--- config.mk ---
export PLATFORM = sky130hd
export DESIGN_NAME = pc_stack
export DESIGN_NICKNAME = d
export VERILOG_FILES = /design/src/rtl/pc_stack.sv
export SDC_FILE = /design/constraint.sdc
export NUM_CORES = 1
export LEC_CHECK = 0
export BUFFER_PORTS_ARGS = -buffer_cell sky130_fd_sc_hd__buf_2
export CORE_UTILIZATION = 45
export CTS_CLUSTER_DIAMETER = 80
export DETAILED_ROUTE_END_ITERATION = 7
export GPL_TIMING_DRIVEN = 0
export PLACE_DENSITY = 0.74
export SLEW_MARGIN = 10
export SYNTH_ARGS = -nofsm -noshare
export SYNTH_HDL_FRONTEND = slang
export SYNTH_SLANG_ARGS = --single-unit
--- constraint.sdc ---
create_clock -name clk -period 1.7 [get_ports clk]
set_input_delay 0.085 -clock clk [delete_from_list [all_inputs] [get_ports clk]]
set_output_delay 0.085 -clock clk [all_outputs]
set_load 0.02 [all_outputs]
--- src/rtl/pc_stack.sv ---
// Two-level-style return-address shift stack for the PIC16C5x core.
// Entry 0 feeds the PC directly; the oldest entry is lost on overflow.
`ifndef PC_WIDTH
`define PC_WIDTH 9
`endif

module pc_stack #(
    parameter int PC_WIDTH  = `PC_WIDTH,
    parameter int DEPTH     = 2,
    parameter int LVL_WIDTH = 2
) (
    input  logic                 clk,
    input  logic                 rst,
    input  logic                 push,
    input  logic [PC_WIDTH-1:0]  pushData,
    input  logic                 pop,
    input  logic                 clrErr,
    output logic [PC_WIDTH-1:0]  stackOut,
    output logic [LVL_WIDTH-1:0] level,
    output logic                 empty,
    output logic                 full,
    output logic                 overflow,
    output logic                 underflow
);

    localparam logic [LVL_WIDTH-1:0] LVL_MAX = LVL_WIDTH'(DEPTH);

    logic [PC_WIDTH-1:0]  entry_q [DEPTH];
    logic [PC_WIDTH-1:0]  entry_d [DEPTH];
    logic [LVL_WIDTH-1:0] level_q;
    logic [LVL_WIDTH-1:0] level_d;
    logic                 ovf_q;
    logic                 ovf_d;
    logic                 unf_q;
    logic                 unf_d;
    logic                 empty_w;
    logic                 full_w;

    assign empty_w = (level_q == '0);
    assign full_w  = (level_q == LVL_MAX);

    always_comb begin
        entry_d = entry_q;
        level_d = level_q;
        ovf_d   = clrErr ? 1'b0 : ovf_q;
        unf_d   = clrErr ? 1'b0 : unf_q;
        if (push && pop) begin
            // Replace the top in place; depth and flags are untouched.
            entry_d[0] = pushData;
        end else if (push) begin
            entry_d[0] = pushData;
            for (int i = 1; i < DEPTH; i++) begin
                entry_d[i] = entry_q[i-1];
            end
            if (full_w) begin
                ovf_d = 1'b1;
            end else begin
                level_d = level_q + 1'b1;
            end
        end else if (pop) begin
            // Bottom entry holds, so it is duplicated upward.
            for (int i = 0; i < DEPTH-1; i++) begin
                entry_d[i] = entry_q[i+1];
            end
            if (empty_w) begin
                unf_d = 1'b1;
            end else begin
                level_d = level_q - 1'b1;
            end
        end
    end

    always_ff @(posedge clk) begin
        if (rst) begin
            for (int i = 0; i < DEPTH; i++) begin
                entry_q[i] <= '0;
            end
            level_q <= '0;
            ovf_q   <= 1'b0;
            unf_q   <= 1'b0;
        end else begin
            entry_q <= entry_d;
            level_q <= level_d;
            ovf_q   <= ovf_d;
            unf_q   <= unf_d;
        end
    end

    assign stackOut  = entry_q[0];
    assign level     = level_q;
    assign empty     = empty_w;
    assign full      = full_w;
    assign overflow  = ovf_q;
    assign underflow = unf_q;

endmodule

[Word level (Yosys, flattened, before mapping)]
Index checks and enable logic that the tools add are counted.
Word-level totals
  register bits: 22
  bits in latches: 0
  RAM bits: 0
  memory bits (read-only): 0
  output and inout bits: 15
  memories kept: 0
Operators by class
  add/sub/neg operators: 2
  multiply operators: 0
  divide/modulo/power cells: 0
  order comparisons: 0
  eq/ne operators: 3
  shifts and indexed selects: 0
  multiplexer cells: 16
  bitwise operators: 1
  reductions and logical operators: 6
Operators by type and width (count)
  9-bit two-way mux: 3
  1-bit two-way mux: 9
  2-bit two-way mux: 4
  2-bit != test (second input constant): 2
  4-bit AND reduction: 1
  3-bit nonzero test: 1
  2-bit by 1-bit adder with 2-bit output (second input constant): 1
  2-bit == test (second input constant): 1
  2-bit logical NOT: 1
  2-bit AND reduction: 1
  2-bit nonzero test: 1
  2-bit by 1-bit subtractor with 2-bit output (second input constant): 1
  1-bit logical AND: 1
  1-bit inverter: 1

[Depth between registers and ports, before layout]
Gate-level depths: netlist (run 1).
  depth in word-level cells: 5
  mapped depth: 7

[Least setup slack after synthesis (run 1)]
OpenSTA, ideal clock, no wires.
  path kind: input-to-reg
  from: input port push
  to: register level_q[0] (netlist: level[0])
  arrival time: 1.121 ns
  path slack: 0.512 ns
  stages: 7
  buffers on the path: 2
  cells stage by stage: buf_6 > buf_6 > inv_2 > ha_1 > inv_1 > or3_1 > a21oi_2
Between the ends
  cells in the longest elaborated chain, start to end: 3
  elaborated cells on any way between the ends: 7
  those cells by class: eq/ne: 2; mux: 1; bitwise: 1; reduce/logical: 3
Ends and longest elaborated chain
  from (decl): line 14  | input logic push,
  branches (longest 3 deep; another with 4-bit AND reduction)
  to (signal assigned): line 83  | level_q <= level_d;
  to (decl): line 30  | logic [LVL_WIDTH-1:0] level_q;
Several ways; the timed one is not identified.
A chain may end at the register's enable or synchronous reset.

[Final worst setup path (run 1)]
  from: register level_q[1] (netlist: level[1])
  to: output port full
Between the ends
  cells in the longest elaborated chain, start to end: 1
Ends and longest elaborated chain
  2-bit == test: line 40  | assign full_w = (level_q == LVL_MAX);
  to (decl): line 21  | output logic full,
No other way between the ends.

==> impl_metrics.csv, run 1 <==
group,metric,value,unit
critical_path,crit_type,"reg -> out",
layout,fin_cells,177,
sta,rsz0062_at_grt,"false",
layout,utilization,58.88,%
critical_path,critPathBufInv,1,
routing,vias,865,
die,start_util,48.24,%
synthesis,syn_area,1077,sq um
synthesis,yosys-top-cells-area,"dfxtp_1 41%, mux2i_1 8.4%, a211oi_1 6.3%",
routing,drc,0,
cts,path_clk_slew,0.12,ns
placed_design,place_ws,0.1712,ns
synthesis,yosys-top-cells-count,"22 x dfxtp_1, 11 x nor2_1, 10 x nor2b_1",
critical_path,start_kind,"flop",
synthesis,yosys_warnings,0,
layout,nets,167,
cts,cts.sinks,22,
critical_path,cp_data_required_time,1.62,ns
sta,slew_violations,0,
die,rows,17,
synthesis,synth_cell_types,28,
cts,cts.htree.levels,1,
grt,grt_pass1_wl,3788,um
layout,nFillCells,216,
sta,fin_ws,0.4750,ns
sta,fin_tns_setup,0,ns
grt,antenna_found_initial,0,
critical_path,cp.arrival,1.14,ns
layout,drive_gt1_share,33.56,%
power,vdd_drop_max,0.6707,mV
critical_path,critPathTopFamily,"flip-flops",
cts,cts_tree,"done",
die,core_area,2233,sq um
layout,multiInputGateArea,509.2,sq um
die,die-area,2594,sq um
grt,grt_usage,19.59,%
synthesis,yosysSeqAreaShare,40.88,%
synthesis,syn-num-nets,133,
power,cellLeakagePower,0.5894,nW
layout,regArea,440.4,sq um
synthesis,yosysMostFrequentCell,"dfxtp_1",
synthesis,synth_edf_count,0,
synthesis,synthArstFlopShare,0,%
routing,wl,2157,um
synthesis,syn-mean-instance-area,9.287,sq um
routing,first_pass_iters,4,
cts,insertion_delay,0.30,ns
sta,fin_crit_sh,72.06,%
synthesis,ys_ff_latch,22,
placed_design,port_buffers,28,
critical_path,path_cells,"nor2b_2 > buf_2",
cts,cts_buffers,3,
die,die-width,50.93,um
placed_design,placedCellCount,172,
sta,tightestPinTransition,0.5144,ns
sta,skew,0.001974,ns
layout,diodes,0,
synthesis,ys.flop_type,"dfxtp_1",
status,status,"finished, final reports clean",
grt,grt_pass1_vias,846,
die,die_h,50.93,um
critical_path,slowest_delay,0.45,ns
sta,relSlewSlack,65.71,%
flow_run,cap_violations,0,
synthesis,synth_top_area_share,40.88,%
placed_design,hpwl,1560,um
power,powerDensity,889.6,nW/um^2
sta,hold_viol,0,
critical_path,crit_slowest_cell,"dfxtp_1",
routing,via_per_inst,4.887,
synthesis,synthCells,116,
synthesis,synth_top_area_cell,"dfxtp_1",
sta,setup_viol,0,
placed_design,place_area,1252,sq um
cts,root_buffer,"clkbuf_4",
routing,postRouteAntennaNets,0,
routing,routedWlPerCell,12.19,um
critical_path,cp_max_fo,7,
sta,fmax,816.3,MHz
grt,grt-ovfl-total,0,
routing,dr.first_iter.drc_count,8,
cts,clockBufferDepth,2,
layout,area_growth,22.07,%
placed_design,gp_congestion,0.7043,
worst_hold_path,worst_hold_path_type,"in -> reg",
die,io_pins,29,
layout,fin_area,1315,sq um
grt,grt_max_degree,14,
sta,fin_crit,1.225,ns
critical_path,crit_path_end_kind,"primary output",
[layout make-up]
cell class	instances	share of cell area (%)
Sequential cell	22	33.49
Multi-Input combinational cell	74	38.73
Buffer	16	8.563
Clock buffer	3	1.713
Tap cell	28	2.664
Inverter	4	1.142
Timing Repair Buffer	29	11.42
Clock inverter	1	2.284
[per-stage QoR]
step,power [mW],hold slack [ns]
after floorplan,0.7232,0.1643
after global placement,0.7805,0.2961
after detailed placement,0.7875,0.3025
after CTS,1.182,0.06216
after global routing,1.233,0.07217
final,1.170,0.06435
[tightest hold or removal path: cells and delay by family]
family          cells  cell delay [ns]
buf+inv             2             0.14
simple gates        1             0.06
compound gates      1             0.05
[cell families after synthesis]
family / count (synthesis) / share of synthesized area (%)
mux: 9 / 8.363
simple gates: 38 / 18.93
xor+xnor: 1 / 0.8132
fa+ha+maj: 3 / 3.485
compound gates: 23 / 15.68
buf+inv: 20 / 11.85
flops: 22 / 40.88
[sequential cells by signal, indices dropped and copies added, names as in the netlist]
signal and flops:
overflow 1, level 2, underflow 1, entry_q 9, stackOut 9
[cells in the final DEF, fill, tap and decap left out, types with 2 or more instances in the layout]
cell type,instances
clkbuf_4,3
o21a_1,9
nor2b_1,10
nor2_1,11
nor3_1,9
a211oi_1,9
buf_2,31
buf_4,9
dfxtp_1,22
nand2_1,2
ha_1,3
mux2i_1,9
inv_1,2
buf_6,2
buf_1,2
[worst paths after layout]
path	startpoint	slack, ns	cells past startpoint	end
max	level[1]	0.48	2	full
min reg2reg	overflow	0.47	2	overflow
max reg2reg	level[1]	0.66	3	level[0]
min	clrErr	0.06	4	overflow
[layer usage]
layer  global-route usage (%)  up-vias  routed length, um
li1                         -      458                  -
met1                    25.18      383                982
met2                    31.80       20               1026
met3                    2.679        4                111
met4                    9.722        0                 36
met5                        0        -                  0
[power breakdown]
| part | internal [mW] | switching (mW) |
|---|---|---|
| Clock | 0.238 | 0.157 |
| Combinational | 0.100 | 0.112 |
| Sequential | 0.542 | 0.0208 |
[timing repair]
item / in CTS / in global routing
hold endpoints to repair: 2 / 0
setup endpoints to repair: 0 / 0
hold buffers: 1 / 0
buffers inserted: 0 / 0
gates resized for setup: 0 / 0
No activity file was read; power rests on OpenSTA's default activity.
==> inputs of run 2 (changes only) <==
--- a/config.mk
+++ b/config.mk
@@ -10,7 +10,7 @@
 export CTS_CLUSTER_DIAMETER = 80
 export DETAILED_ROUTE_END_ITERATION = 7
 export GPL_TIMING_DRIVEN = 0
-export PLACE_DENSITY = 0.74
+export PLACE_DENSITY = 0.77
 export SLEW_MARGIN = 10
 export SYNTH_ARGS = -nofsm -noshare
 export SYNTH_HDL_FRONTEND = slang
==> constraint.sdc (replaced) <==
create_clock -name clk -period 1.1 [get_ports clk]
set_input_delay 0.055 -clock clk [delete_from_list [all_inputs] [get_ports clk]]
set_output_delay 0.055 -clock clk [all_outputs]
set_load 0.02 [all_outputs]
==> impl_metrics.csv, run 2 (same netlist as run 1, synthesis figures left out) <==
group,metric,value,unit
status,status,"finished, final reports clean",
critical_path,crit_path_end_kind,"primary output",
grt,grt_pass1_wl,4008,um
power,clkPwrFrac,27.2,%
routing,routedWlPerCell,13.13,um
grt,grt_pass1_vias,903,
critical_path,r2r-start,"level[1]",
power,powerDensity,1241,nW/um^2
layout,final_common_cell,"buf_2",
cts,insertion_delay,0.31,ns
layout,final_cell_mix,"28 x buf_2, 20 x dfxtp_1, 12 x buf_4",
routing,wl,2338,um
worst_hold_path,worst_hold_path_type,"in -> reg",
routing,via_per_inst,5.067,
sta,fin_crit,1.058,ns
critical_path,r2r_slack,0.07,ns
die,core_area,2233,sq um
power,share_seq_of_total_power,51.9,%
critical_path,r2r-end,"level[0]",
layout,diodes,0,
worst_hold_path,hold_depth,3,
cts,clockBufferDepth,2,
cts,root_buffer,"clkbuf_4",
routing,postRouteAntennaNets,0,
die,rows,17,
sta,skew,0.009595,ns
sta,slew_violations,0,
grt,grt_max_degree,13,
routing,dr.first_iter.drc_count,7,
grt,grt_usage,20.72,%
power,comb_power_share,20.8,%
die,die-width,50.93,um
sta,rsz0062_at_grt,"false",
layout,nFillCells,202,
routing,vias,902,
cts,cts_tree,"done",
power,vdd_drop_max,0.9032,mV
critical_path,cp_data_required_time,1.04,ns
die,io_pins,29,
cts,path_clk_slew,0.13,ns
die,start_util,48.24,%
critical_path,crit_type,"reg -> out",
grt,grt-ovfl-total,0,
worst_hold_path,whs_endpoint,"underflow",
sta,fmax,945.3,MHz
sta,tightestPinTransition,0.5182,ns
routing,first_pass_iters,4,
power,p_sw_share,28.05,%
critical_path,cp_max_fo,7,
cts,cts.sinks,22,
critical_path,cp.arrival,1.00,ns
flow_run,cap_violations,0,
cts,cts.htree.levels,1,
sta,relSlewSlack,65.46,%
sta,fin_crit_sh,96.17,%
layout,fin_cells,178,
die,die-area,2594,sq um
sta,setup_viol,0,
power,p_switching,0.4707,mW
power,cellLeakagePower,0.5949,nW
sta,hold_viol,0,
placed_design,placedCellCount,172,
critical_path,rr_worst_depth,3,
placed_design,port_buffers,28,
power,internal-power,1.208,mW
cts,cts_buffers,3,
layout,area_growth,25.55,%
die,die_h,50.93,um
worst_hold_path,hp-start,"pop",
critical_path,start_kind,"flop",
layout,drive_gt1_share,38.00,%
placed_design,gp_congestion,0.7129,
placed_design,hpwl,1581,um
layout,nets,168,
routing,drc,0,
sta,fin_tns_setup,0,ns
grt,antenna_found_initial,0,
[run 2: changes by cell type in the layout (fill, tap and decap cells not counted), sizes merged]
cell    previous run  this run
buf               44        45
bufinv             1         0
clkbuf             3         4
[run 2: metrics by stage]
stage	setup WS, ns	power (mW)	utilization [%]	area [sq um]	hold slack, ns
finish	0.04208	1.678	60.56	1353	0.02382
global route	0.008192	1.750	60.56	1353	0.06807
CTS	0.008109	1.667	58.60	1309	0.02205
detailed placement	-0.4169	1.217	56.13	1254	0.2797
global placement	-0.3665	1.208	56.13	1254	0.2718
floorplan	-0.03549	1.118	-	1079	0.1343
[run 2: cell type report]
type | count | area (sq um) | area share [%]
well taps | 28 | 35.03 | 2.590
repair buffers | 30 | 166.4 | 12.30
multi-input cells | 74 | 539.3 | 39.87
plain buffers | 16 | 115.1 | 8.511
clock buffers | 4 | 36.28 | 2.683
flip-flops and latches | 22 | 445.4 | 32.93
inverters | 4 | 15.01 | 1.110
[run 2: power by group through the flow]
stage	clock network (mW)	logic (mW)	registers (mW)
after floorplan	0	0.229	0.889
final	0.457	0.349	0.872
after global routing	0.488	0.384	0.878
after global placement	0	0.323	0.885
after detailed placement	0	0.329	0.888
after CTS	0.462	0.336	0.869
[run 2: repair_timing]
action	CTS	global route
hold buffers	1	0
setup endpoints to repair	11	11
resized for setup	4	9
endpoints found under the hold margin	2	0
buffers inserted	0	1
[run 2: routing by layer]
layer | vias up | routed length (um) | global-route usage, %
li1 | 460 | - | -
met1 | 419 | 1049 | 25.41
met2 | 21 | 1187 | 35.53
met3 | 2 | 92 | 4.167
met4 | 0 | 8 | 7.407
met5 | - | 0 | 0
[run 2: worst max-delay path: stages (launching register included)]
cell	delay, ns
dfxtp_4	0.41
nor2b_4	0.16
buf_6	0.12
[run 2: worst max-delay path by stage]
stage,startpoint,to,cells past startpoint
2_1_floorplan,level[1],overflow,3
3_5_place_dp,push,stackOut[6],8
6_report,level[1],full,2
4_1_cts,level[1],full,2
3_3_place_gp,push,stackOut[6],8
5_1_grt,level[1],full,2
